File: src/rtl/dmem_arbiter_if.sv
// Requester bus for one data-memory port: request fields out, grant and response back.
interface dmem_arbiter_if;
    logic        req;
    logic        we;
    logic [1:0]  size;
    logic        sext;     // sign-extend loads when set
    logic [31:0] addr;
    logic [31:0] wdata;
    logic        gnt;
    logic        rvalid;
    logic [31:0] rdata;
    logic        err;

    modport master (
        output req, we, size, sext, addr, wdata,
        input  gnt, rvalid, rdata, err
    );

    modport slave (
        input  req, we, size, sext, addr, wdata,
        output gnt, rvalid, rdata, err
    );
endinterface

File: src/rtl/dmem_arbiter.sv
// Round-robin arbiter and load/store formatter for a single-ported data memory
// with byte-lane write enables and a one-cycle registered read.
module dmem_arbiter #(
    parameter int unsigned AW_LIMIT = 12
) (
    input  logic                 clk,
    input  logic                 rst,
    dmem_arbiter_if.slave        p0,
    dmem_arbiter_if.slave        p1,
    output logic [31:0]          mem_addr,
    output logic [31:0]          mem_wdata,
    output logic [3:0]           mem_we,
    input  logic [31:0]          mem_rdata
);

    logic        prio_q;  // 0: port 0 wins a tie, 1: port 1 wins a tie
    logic        gnt0, gnt1, any_gnt;
    logic        g_we, g_sext;
    logic [1:0]  g_size;
    logic [31:0] g_addr, g_wdata;
    logic        err_size, err_align, err_range, g_err;

    logic        rsp_valid_q, rsp_owner_q, rsp_we_q, rsp_sext_q, rsp_err_q;
    logic [1:0]  rsp_size_q, rsp_off_q;
    logic [31:0] byte_lane, half_lane, fmt_data, rsp_data;

    // Grant selection and mux of the winning request's fields
    always_comb begin
        gnt0    = p0.req && (!p1.req || !prio_q);
        gnt1    = p1.req && (!p0.req || prio_q);
        any_gnt = gnt0 | gnt1;
        p0.gnt  = gnt0;
        p1.gnt  = gnt1;
        if (gnt1) begin
            g_we    = p1.we;
            g_sext  = p1.sext;
            g_size  = p1.size;
            g_addr  = p1.addr;
            g_wdata = p1.wdata;
        end else begin
            g_we    = p0.we;
            g_sext  = p0.sext;
            g_size  = p0.size;
            g_addr  = p0.addr;
            g_wdata = p0.wdata;
        end
    end

    // Legality checks on the granted request
    always_comb begin
        err_size  = (g_size == 2'b11);
        err_align = ((g_size == 2'b01) && g_addr[0]) ||
                    ((g_size == 2'b10) && (g_addr[1:0] != 2'b00));
        err_range = ((g_addr >> AW_LIMIT) != 32'd0);
        g_err     = err_size | err_align | err_range;
    end

    // Memory-side drive; rejected accesses never reach the memory
    always_comb begin
        mem_addr  = 32'd0;
        mem_wdata = 32'd0;
        mem_we    = 4'b0000;
        if (any_gnt && !g_err) begin
            mem_addr = {g_addr[31:2], 2'b00};
            if (g_we) begin
                unique case (g_size)
                    2'b00: begin
                        mem_wdata = {4{g_wdata[7:0]}};
                        mem_we    = 4'b0001 << g_addr[1:0];
                    end
                    2'b01: begin
                        mem_wdata = {2{g_wdata[15:0]}};
                        mem_we    = g_addr[1] ? 4'b1100 : 4'b0011;
                    end
                    default: begin
                        mem_wdata = g_wdata;
                        mem_we    = 4'b1111;
                    end
                endcase
            end
        end
    end

    // Response stage and priority pointer; priority passes to the port not just granted
    always_ff @(posedge clk) begin
        if (rst) begin
            prio_q      <= 1'b0;
            rsp_valid_q <= 1'b0;
            rsp_owner_q <= 1'b0;
            rsp_we_q    <= 1'b0;
            rsp_sext_q  <= 1'b0;
            rsp_err_q   <= 1'b0;
            rsp_size_q  <= 2'b00;
            rsp_off_q   <= 2'b00;
        end else begin
            rsp_valid_q <= any_gnt;
            if (any_gnt) begin
                prio_q      <= gnt0;
                rsp_owner_q <= gnt1;
                rsp_we_q    <= g_we;
                rsp_sext_q  <= g_sext;
                rsp_err_q   <= g_err;
                rsp_size_q  <= g_size;
                rsp_off_q   <= g_addr[1:0];
            end
        end
    end

    // Load alignment and extension from the registered memory output
    always_comb begin
        byte_lane = mem_rdata >> {rsp_off_q, 3'b000};
        half_lane = mem_rdata >> {rsp_off_q[1], 4'b0000};
        unique case (rsp_size_q)
            2'b00:   fmt_data = {{24{rsp_sext_q & byte_lane[7]}}, byte_lane[7:0]};
            2'b01:   fmt_data = {{16{rsp_sext_q & half_lane[15]}}, half_lane[15:0]};
            default: fmt_data = mem_rdata;
        endcase
        rsp_data = (rsp_valid_q && !rsp_we_q && !rsp_err_q) ? fmt_data : 32'd0;
    end

    // Route the response to the port that owns it
    always_comb begin
        p0.rvalid = rsp_valid_q && !rsp_owner_q;
        p1.rvalid = rsp_valid_q && rsp_owner_q;
        p0.err    = p0.rvalid && rsp_err_q;
        p1.err    = p1.rvalid && rsp_err_q;
        p0.rdata  = rsp_owner_q ? 32'd0 : rsp_data;
        p1.rdata  = rsp_owner_q ? rsp_data : 32'd0;
    end

endmodule

File: src/flat_wrapper.sv
// flat-port wrapper written by rule: the top's interface ports become plain ports
module dmem_arbiter_flat 
#(
    parameter int unsigned AW_LIMIT = 12
)
  (clk, rst, mem_addr, mem_wdata, mem_we, mem_rdata, p0_req, p0_we, p0_size, p0_sext, p0_addr, p0_wdata, p0_gnt, p0_rvalid, p0_rdata, p0_err, p1_req, p1_we, p1_size, p1_sext, p1_addr, p1_wdata, p1_gnt, p1_rvalid, p1_rdata, p1_err);
  dmem_arbiter_if p0_i ();
  dmem_arbiter_if p1_i ();
  input  logic clk;
  input  logic rst;
  output logic [31:0] mem_addr;
  output logic [31:0] mem_wdata;
  output logic [3:0] mem_we;
  input  logic [31:0] mem_rdata;
  input wire logic [$bits(p0_i.req)-1:0] p0_req;
  input wire logic [$bits(p0_i.we)-1:0] p0_we;
  input wire logic [$bits(p0_i.size)-1:0] p0_size;
  input wire logic [$bits(p0_i.sext)-1:0] p0_sext;
  input wire logic [$bits(p0_i.addr)-1:0] p0_addr;
  input wire logic [$bits(p0_i.wdata)-1:0] p0_wdata;
  output wire logic [$bits(p0_i.gnt)-1:0] p0_gnt;
  output wire logic [$bits(p0_i.rvalid)-1:0] p0_rvalid;
  output wire logic [$bits(p0_i.rdata)-1:0] p0_rdata;
  output wire logic [$bits(p0_i.err)-1:0] p0_err;
  input wire logic [$bits(p1_i.req)-1:0] p1_req;
  input wire logic [$bits(p1_i.we)-1:0] p1_we;
  input wire logic [$bits(p1_i.size)-1:0] p1_size;
  input wire logic [$bits(p1_i.sext)-1:0] p1_sext;
  input wire logic [$bits(p1_i.addr)-1:0] p1_addr;
  input wire logic [$bits(p1_i.wdata)-1:0] p1_wdata;
  output wire logic [$bits(p1_i.gnt)-1:0] p1_gnt;
  output wire logic [$bits(p1_i.rvalid)-1:0] p1_rvalid;
  output wire logic [$bits(p1_i.rdata)-1:0] p1_rdata;
  output wire logic [$bits(p1_i.err)-1:0] p1_err;
  assign p0_i.req = p0_req;
  assign p0_i.we = p0_we;
  assign p0_i.size = p0_size;
  assign p0_i.sext = p0_sext;
  assign p0_i.addr = p0_addr;
  assign p0_i.wdata = p0_wdata;
  assign p0_gnt = p0_i.gnt;
  assign p0_rvalid = p0_i.rvalid;
  assign p0_rdata = p0_i.rdata;
  assign p0_err = p0_i.err;
  assign p1_i.req = p1_req;
  assign p1_i.we = p1_we;
  assign p1_i.size = p1_size;
  assign p1_i.sext = p1_sext;
  assign p1_i.addr = p1_addr;
  assign p1_i.wdata = p1_wdata;
  assign p1_gnt = p1_i.gnt;
  assign p1_rvalid = p1_i.rvalid;
  assign p1_rdata = p1_i.rdata;
  assign p1_err = p1_i.err;
  dmem_arbiter #(.AW_LIMIT(AW_LIMIT)) u_core (.clk(clk), .rst(rst), .p0(p0_i), .p1(p1_i), .mem_addr(mem_addr), .mem_wdata(mem_wdata), .mem_we(mem_we), .mem_rdata(mem_rdata));
endmodule
File: config.mk
export PLATFORM = sky130hd
export DESIGN_NAME = dmem_arbiter_flat
export DESIGN_NICKNAME = d
export VERILOG_FILES = /design/src/rtl/dmem_arbiter_if.sv /design/src/rtl/dmem_arbiter.sv /design/src/flat_wrapper.sv
export SDC_FILE = /design/constraint.sdc
export NUM_CORES = 1
export LEC_CHECK = 0
export BUFFER_PORTS_ARGS = -buffer_cell sky130_fd_sc_hd__buf_2
export CAP_MARGIN = 30
export CORE_AREA = 2 2 122 124
export CTS_CLUSTER_SIZE = 30
export DETAILED_ROUTE_END_ITERATION = 8
export DIE_AREA = 0 0 124 126
export GPL_ROUTABILITY_DRIVEN = 1
export GPL_TIMING_DRIVEN = 0
export SLEW_MARGIN = 20
export SYNTH_ARGS = -nofsm -noshare
export SYNTH_HDL_FRONTEND = slang
export SYNTH_SLANG_ARGS = --single-unit
File: constraint.sdc
create_clock -name clk -period 4.9 [get_ports clk]
set_input_delay 0.49 -clock clk [delete_from_list [all_inputs] [get_ports clk]]
set_output_delay 0.49 -clock clk [all_outputs]
set_load 0.005 [all_outputs]
After elaboration in Yosys (flattened, before gate mapping) --
Cells that the tools add are included.
Operators by class: shift operators 3, mux-type cells 17, equality and inequality tests 4, bitwise operators 5, reduce and logical (&&, ||, !) cells 25
Operators by type and width (number):
- two-way mux 32 bit | 8
- one-hot mux 32 bit (2 select lines) | 2
- nonzero test 32 bit | 1
- >> shifter 32 x 5 -> 16 bit | 1
- >> shifter 32 x 5 -> 8 bit | 1
- two-way mux 4 bit | 3
- logical AND 1 bit | 11
- one-hot mux 4 bit (2 select lines) | 1
- logical NOT 1 bit | 7
- == test 2 x 1 -> 1 bit (second input constant) | 2
- == test 2 bit (second input constant) | 2
- logical NOT 2 bit | 2
- << shifter 1 x 2 -> 4 bit (first input constant) | 1
- logical OR 1 bit | 3
- OR 1 bit | 3
- bitwise AND 1 bit | 2
- two-way mux 1 bit | 2
- two-way mux 2 bit | 1
- nonzero test 2 bit | 1
Word-level totals: register bits after elaboration 10, input port bits 172, word-level logic and storage cells 62, output and inout port bits 138

Depth between registers and ports, before layout --
depth in word-level cells 12, gate-level depth with buffers 8, depth with buffers taken out 6

Worst setup path after synthesis --
No wires, ideal clock.
path kind input-to-output, start in p0_addr[15], end out mem_we[0], data required time 4410 ps, data arrival time 2001 ps, slack 2409 ps, buffers on the path 1, cell stages on the path 6, cells stage by stage or4_1 > a2111oi_2 > a41o_2 > o211ai_4 > buf_6 > nor3_1
Between the ends: word-level cells in the longest chain between the ends 6
Ends and longest elaborated chain:
- from (decl) | line flat_wrapper.sv:19 | input wire logic [$bits(p0_i.addr)-1:0] p0_addr;
- two-way mux 32 bit | line dmem_arbiter.sv:34 | if (gnt1) begin
- nonzero test 32 bit | line dmem_arbiter.sv:54 | err_range = ((g_addr >> AW_LIMIT) != 32'd0);
- OR 1 bit | line dmem_arbiter.sv:55 | g_err = err_size | err_align | err_range;
- logical NOT 1 bit | line dmem_arbiter.sv:63 | if (any_gnt && !g_err) begin
- logical AND 1 bit | line dmem_arbiter.sv:63
- two-way mux 4 bit | line dmem_arbiter.sv:63
- to (decl) | line flat_wrapper.sv:13 | output logic [3:0] mem_we;
No other way between the ends.

Worst setup path after layout --
start in p1_size[0], end out mem_wdata[8]
Between the ends: word-level cells in the longest chain between the ends 9, elaborated cells on any way between the ends 15, those cells by class 3 x eq/ne; 4 x mux; 2 x bitwise; 6 x reduce/logical
Ends and longest elaborated chain:
- from (decl) | line flat_wrapper.sv:27 | input wire logic [$bits(p1_i.size)-1:0] p1_size;
- two-way mux 2 bit * | line dmem_arbiter.sv:34
- == test 2 x 1 -> 1 bit / == test 2 bit (equally long branches) | line dmem_arbiter.sv:52, dmem_arbiter.sv:66, dmem_arbiter.sv:53
- logical AND 1 bit, on equally long branches | line dmem_arbiter.sv:52, dmem_arbiter.sv:53
- logical OR 1 bit | line dmem_arbiter.sv:52 | err_align = ((g_size == 2'b01) && g_addr[0]) ||
- OR 1 bit (2 in series) | line dmem_arbiter.sv:55
- logical NOT 1 bit | line dmem_arbiter.sv:63
- logical AND 1 bit | line dmem_arbiter.sv:63
- two-way mux 32 bit * | line dmem_arbiter.sv:63
- to (decl) | line flat_wrapper.sv:12 | output logic [31:0] mem_wdata;
Every way passes the cells marked *; elsewhere a longest branch is shown, timed or not.

==> results_dict.tcl <==
set metrics [dict create \
    status "finished, final reports clean" \
    vias 4850 \
    antenna_cells 0 \
    initial_utilization_pct 21.6 \
    clock_path_buffers 2 \
    rows 44 \
    final_cell_count_no_fill 1006 \
    top_level_ports 310 \
    finalSetupViolCount 0 \
    cpPeakStageDelay_ns 0.53 \
    first_pass_iters 5 \
    via_per_inst 4.82 \
    p_switching_mw 0.245 \
    p_seq_share_pct 16.1 \
    p_comb_share_pct 60.1 \
    layout-drive-gt1-share_pct 41.0 \
    ys_seq_area_share_pct 6.49 \
    pwr-share-clk_pct 23.8 \
    htree_levels 1 \
    synth_edf_count 0 \
    post_cts_buffers 0 \
    synth-seq-cells 10 \
    route.detailed.drc 0 \
    gp_congestion 0.915 \
    io_buffers 285 \
    ant_nets 0 \
    clk_latency_ns 0.23 \
    fillers 1638 \
    async_reset_ff_share_pct 0 \
    cp_top_family "buffers and inverters" \
    regToRegSetupSlack_ns 2.93 \
    final_cell_mix "buf_2 (290), nand2_1 (98), nor2_1 (66)" \
    dieHeight_um 126 \
    nets 996 \
    skew_ns 0.00107 \
    grt_use_total_pct 19.8 \
    first_iter_violations 200 \
    worst_pin_slew_ns 0.658 \
    die_x_um 124 \
    crit_chain "buf_2, buf_1, nor2_1, clkbuf_1, a211oi_1, a311oi_1, buf_2" \
    hold_buffers 0 \
    slew_headroom_pct 56.1 \
    cts_made_buffers 3 \
    cts_tree "built" \
    internal-power_mw 0.347 \
    clk_pin_slew_worst_paths_ns 0.04 \
    vdd_ir_drop_max_uv 72.8 \
    synthFlopType "dfxtp_1" \
    post_cts_resized 0 \
    dieArea_mm2 0.0156 \
    worstPathMaxFanout 10 \
    period_needed_ns 3.13 \
    grt_pass1_wl_um 24100 \
    maxCapViolations 0 \
    cp_slowest_cell "nor2_1" \
    clockRootBuffer "clkbuf_16" \
    ys_warn_count 0 \
    clock-sinks 10 \
    synth_area_mm2 0.00309 \
    power_mw 0.591 \
    area_growth_syn_to_layout_pct 58.7 \
    grt-ovfl-total 0 \
    fp.coreArea_mm2 0.0143 \
    fin_setup_tns_ns 0 \
    syn_inst 513 \
    worstPathArrival_ns 2.64 \
    drt_wl_total_um 16600 \
    dp.cells 1003 \
    avgSynthCellArea_um2 6.02 \
    drv_slew 0 \
    leakagePower_nw 2.66 \
    fin_area_mm2 0.00490 \
    path_class "in -> out" \
    cp-end-kind "output pin" \
    dpl.hpwl_um 14200 \
    path_buf_inv 4 \
    report.final.hold_viol_count 0 \
    grt_max_degree 11 \
    hp-class "reg -> reg" \
    antenna_found_initial 0 \
    rsz0062_at_grt "no" \
    min_period_over_period_pct 63.8 \
    max_freq_mhz 320 \
    power_density_mw_per_mm2 121 \
    ys_types 48 \
    pre_cts_slack_ns 1.79 \
    grt_pass1_vias 4442 \
    wire_per_inst_um 16.5 \
    cp_common_cell "buf_2" \
    final_common_cell "buf_2" \
    cp-start-kind "input port" \
    dpl_cell_area_mm2 0.00482 \
    required_ns 4.41 \
    timing.final.ws_setup_ns 1.77 \
    swShare_pct 41.4 \
]
[through the flow]
step	utilization, %	hold slack (ns)
floorplan	-	0.461
global placement	33.7	0.482
finish	34.2	0.498
global route	34.2	0.528
CTS	34.2	0.495
detailed placement	33.7	0.486
[power by group through the flow]
stage	clock network, mW	logic (mW)	registers (mW)
after floorplan	0	0.196	0.0936
after global placement	0	0.350	0.0965
after detailed placement	0	0.352	0.0966
after CTS	0.143	0.353	0.0953
after global routing	0.147	0.392	0.0961
final	0.141	0.356	0.0951
[cell type report]
type	instances	area (um2)	share of cell area, %
Clock buffer	3	75.1	1.53
Inverter	12	45.0	0.920
Sequential cell	10	200	4.09
Timing Repair Buffer	285	1430	29.1
Tap cell	184	230	4.70
Multi-Input combinational cell	448	2580	52.8
Buffer	64	337	6.87
[metal layers]
layer	share of wire, %	vias up	track usage [%]	wire [um]
met5	0	-	0	0
met4	3.4	0	7.40	564
met3	9.2	34	3.35	1520
met2	50	292	37.8	8370
met1	37	2147	21.3	6120
li1	-	2377	-	-
[Yosys cell counts (7+ instances only)]
master / number / area (um2)
nor2_1: 66 / 248
o22ai_1: 7 / 43.8
buf_4: 22 / 165
dfxtp_1: 10 / 200
mux2i_1: 29 / 290
and2_1: 11 / 68.8
clkbuf_1: 30 / 113
nor3_1: 16 / 80.1
o22a_1: 7 / 61.3
a211oi_2: 8 / 100
nand2_1: 98 / 368
a211oi_1: 19 / 143
o21ai_0: 19 / 95.1
nor2b_1: 43 / 269
a31oi_1: 7 / 43.8
a311oi_1: 10 / 87.6
inv_1: 10 / 37.5
a21boi_0: 7 / 52.6
a21oi_1: 32 / 160
o211ai_1: 8 / 60.1
[cell families (layout without fill, tap and decap cells)]
logic type             count (synthesis)  after routing  synth area share [%]
other                                  1             22                 0.121
and+or+nand+nor                      258            258                  38.5
DFF                                   10             10                  6.49
AOI/OAI and AO/OA                    136            136                  32.0
buffers and inverters                 76            364                  12.4
muxes                                 32             32                  10.5
[path summary, 6_finish.rpt]
path | start | endpoint | depth (start not counted)
max reg2reg | u_core.prio_q$_SDFFE_PP0P_ | u_core.rsp_size_q[0]$_SDFFE_PP0P_ | 6
min reg2reg | u_core.prio_q$_SDFFE_PP0P_ | u_core.prio_q$_SDFFE_PP0P_ | 2
max | p1_size[0] | mem_wdata[8] | 7
min | u_core.prio_q$_SDFFE_PP0P_ | u_core.prio_q$_SDFFE_PP0P_ | 2
[state kept, by name, summed over array words and instances, names as in the netlist]
| register | count |
|---|---|
| u_core.rsp_off_q | 2 |
| u_core.rsp_size_q | 2 |
| u_core.prio_q | 1 |
| u_core.rsp_err_q | 1 |
| u_core.rsp_owner_q | 1 |
| u_core.rsp_sext_q | 1 |
| u_core.rsp_valid_q | 1 |
| u_core.rsp_we_q | 1 |
[worst min-delay path, stage by stage, from the launching register on]
cell and delay, ns:
dfxtp_1 0.32, nand2b_1 0.07, a21oi_1 0.06
Power figures use the tool's default switching activity.
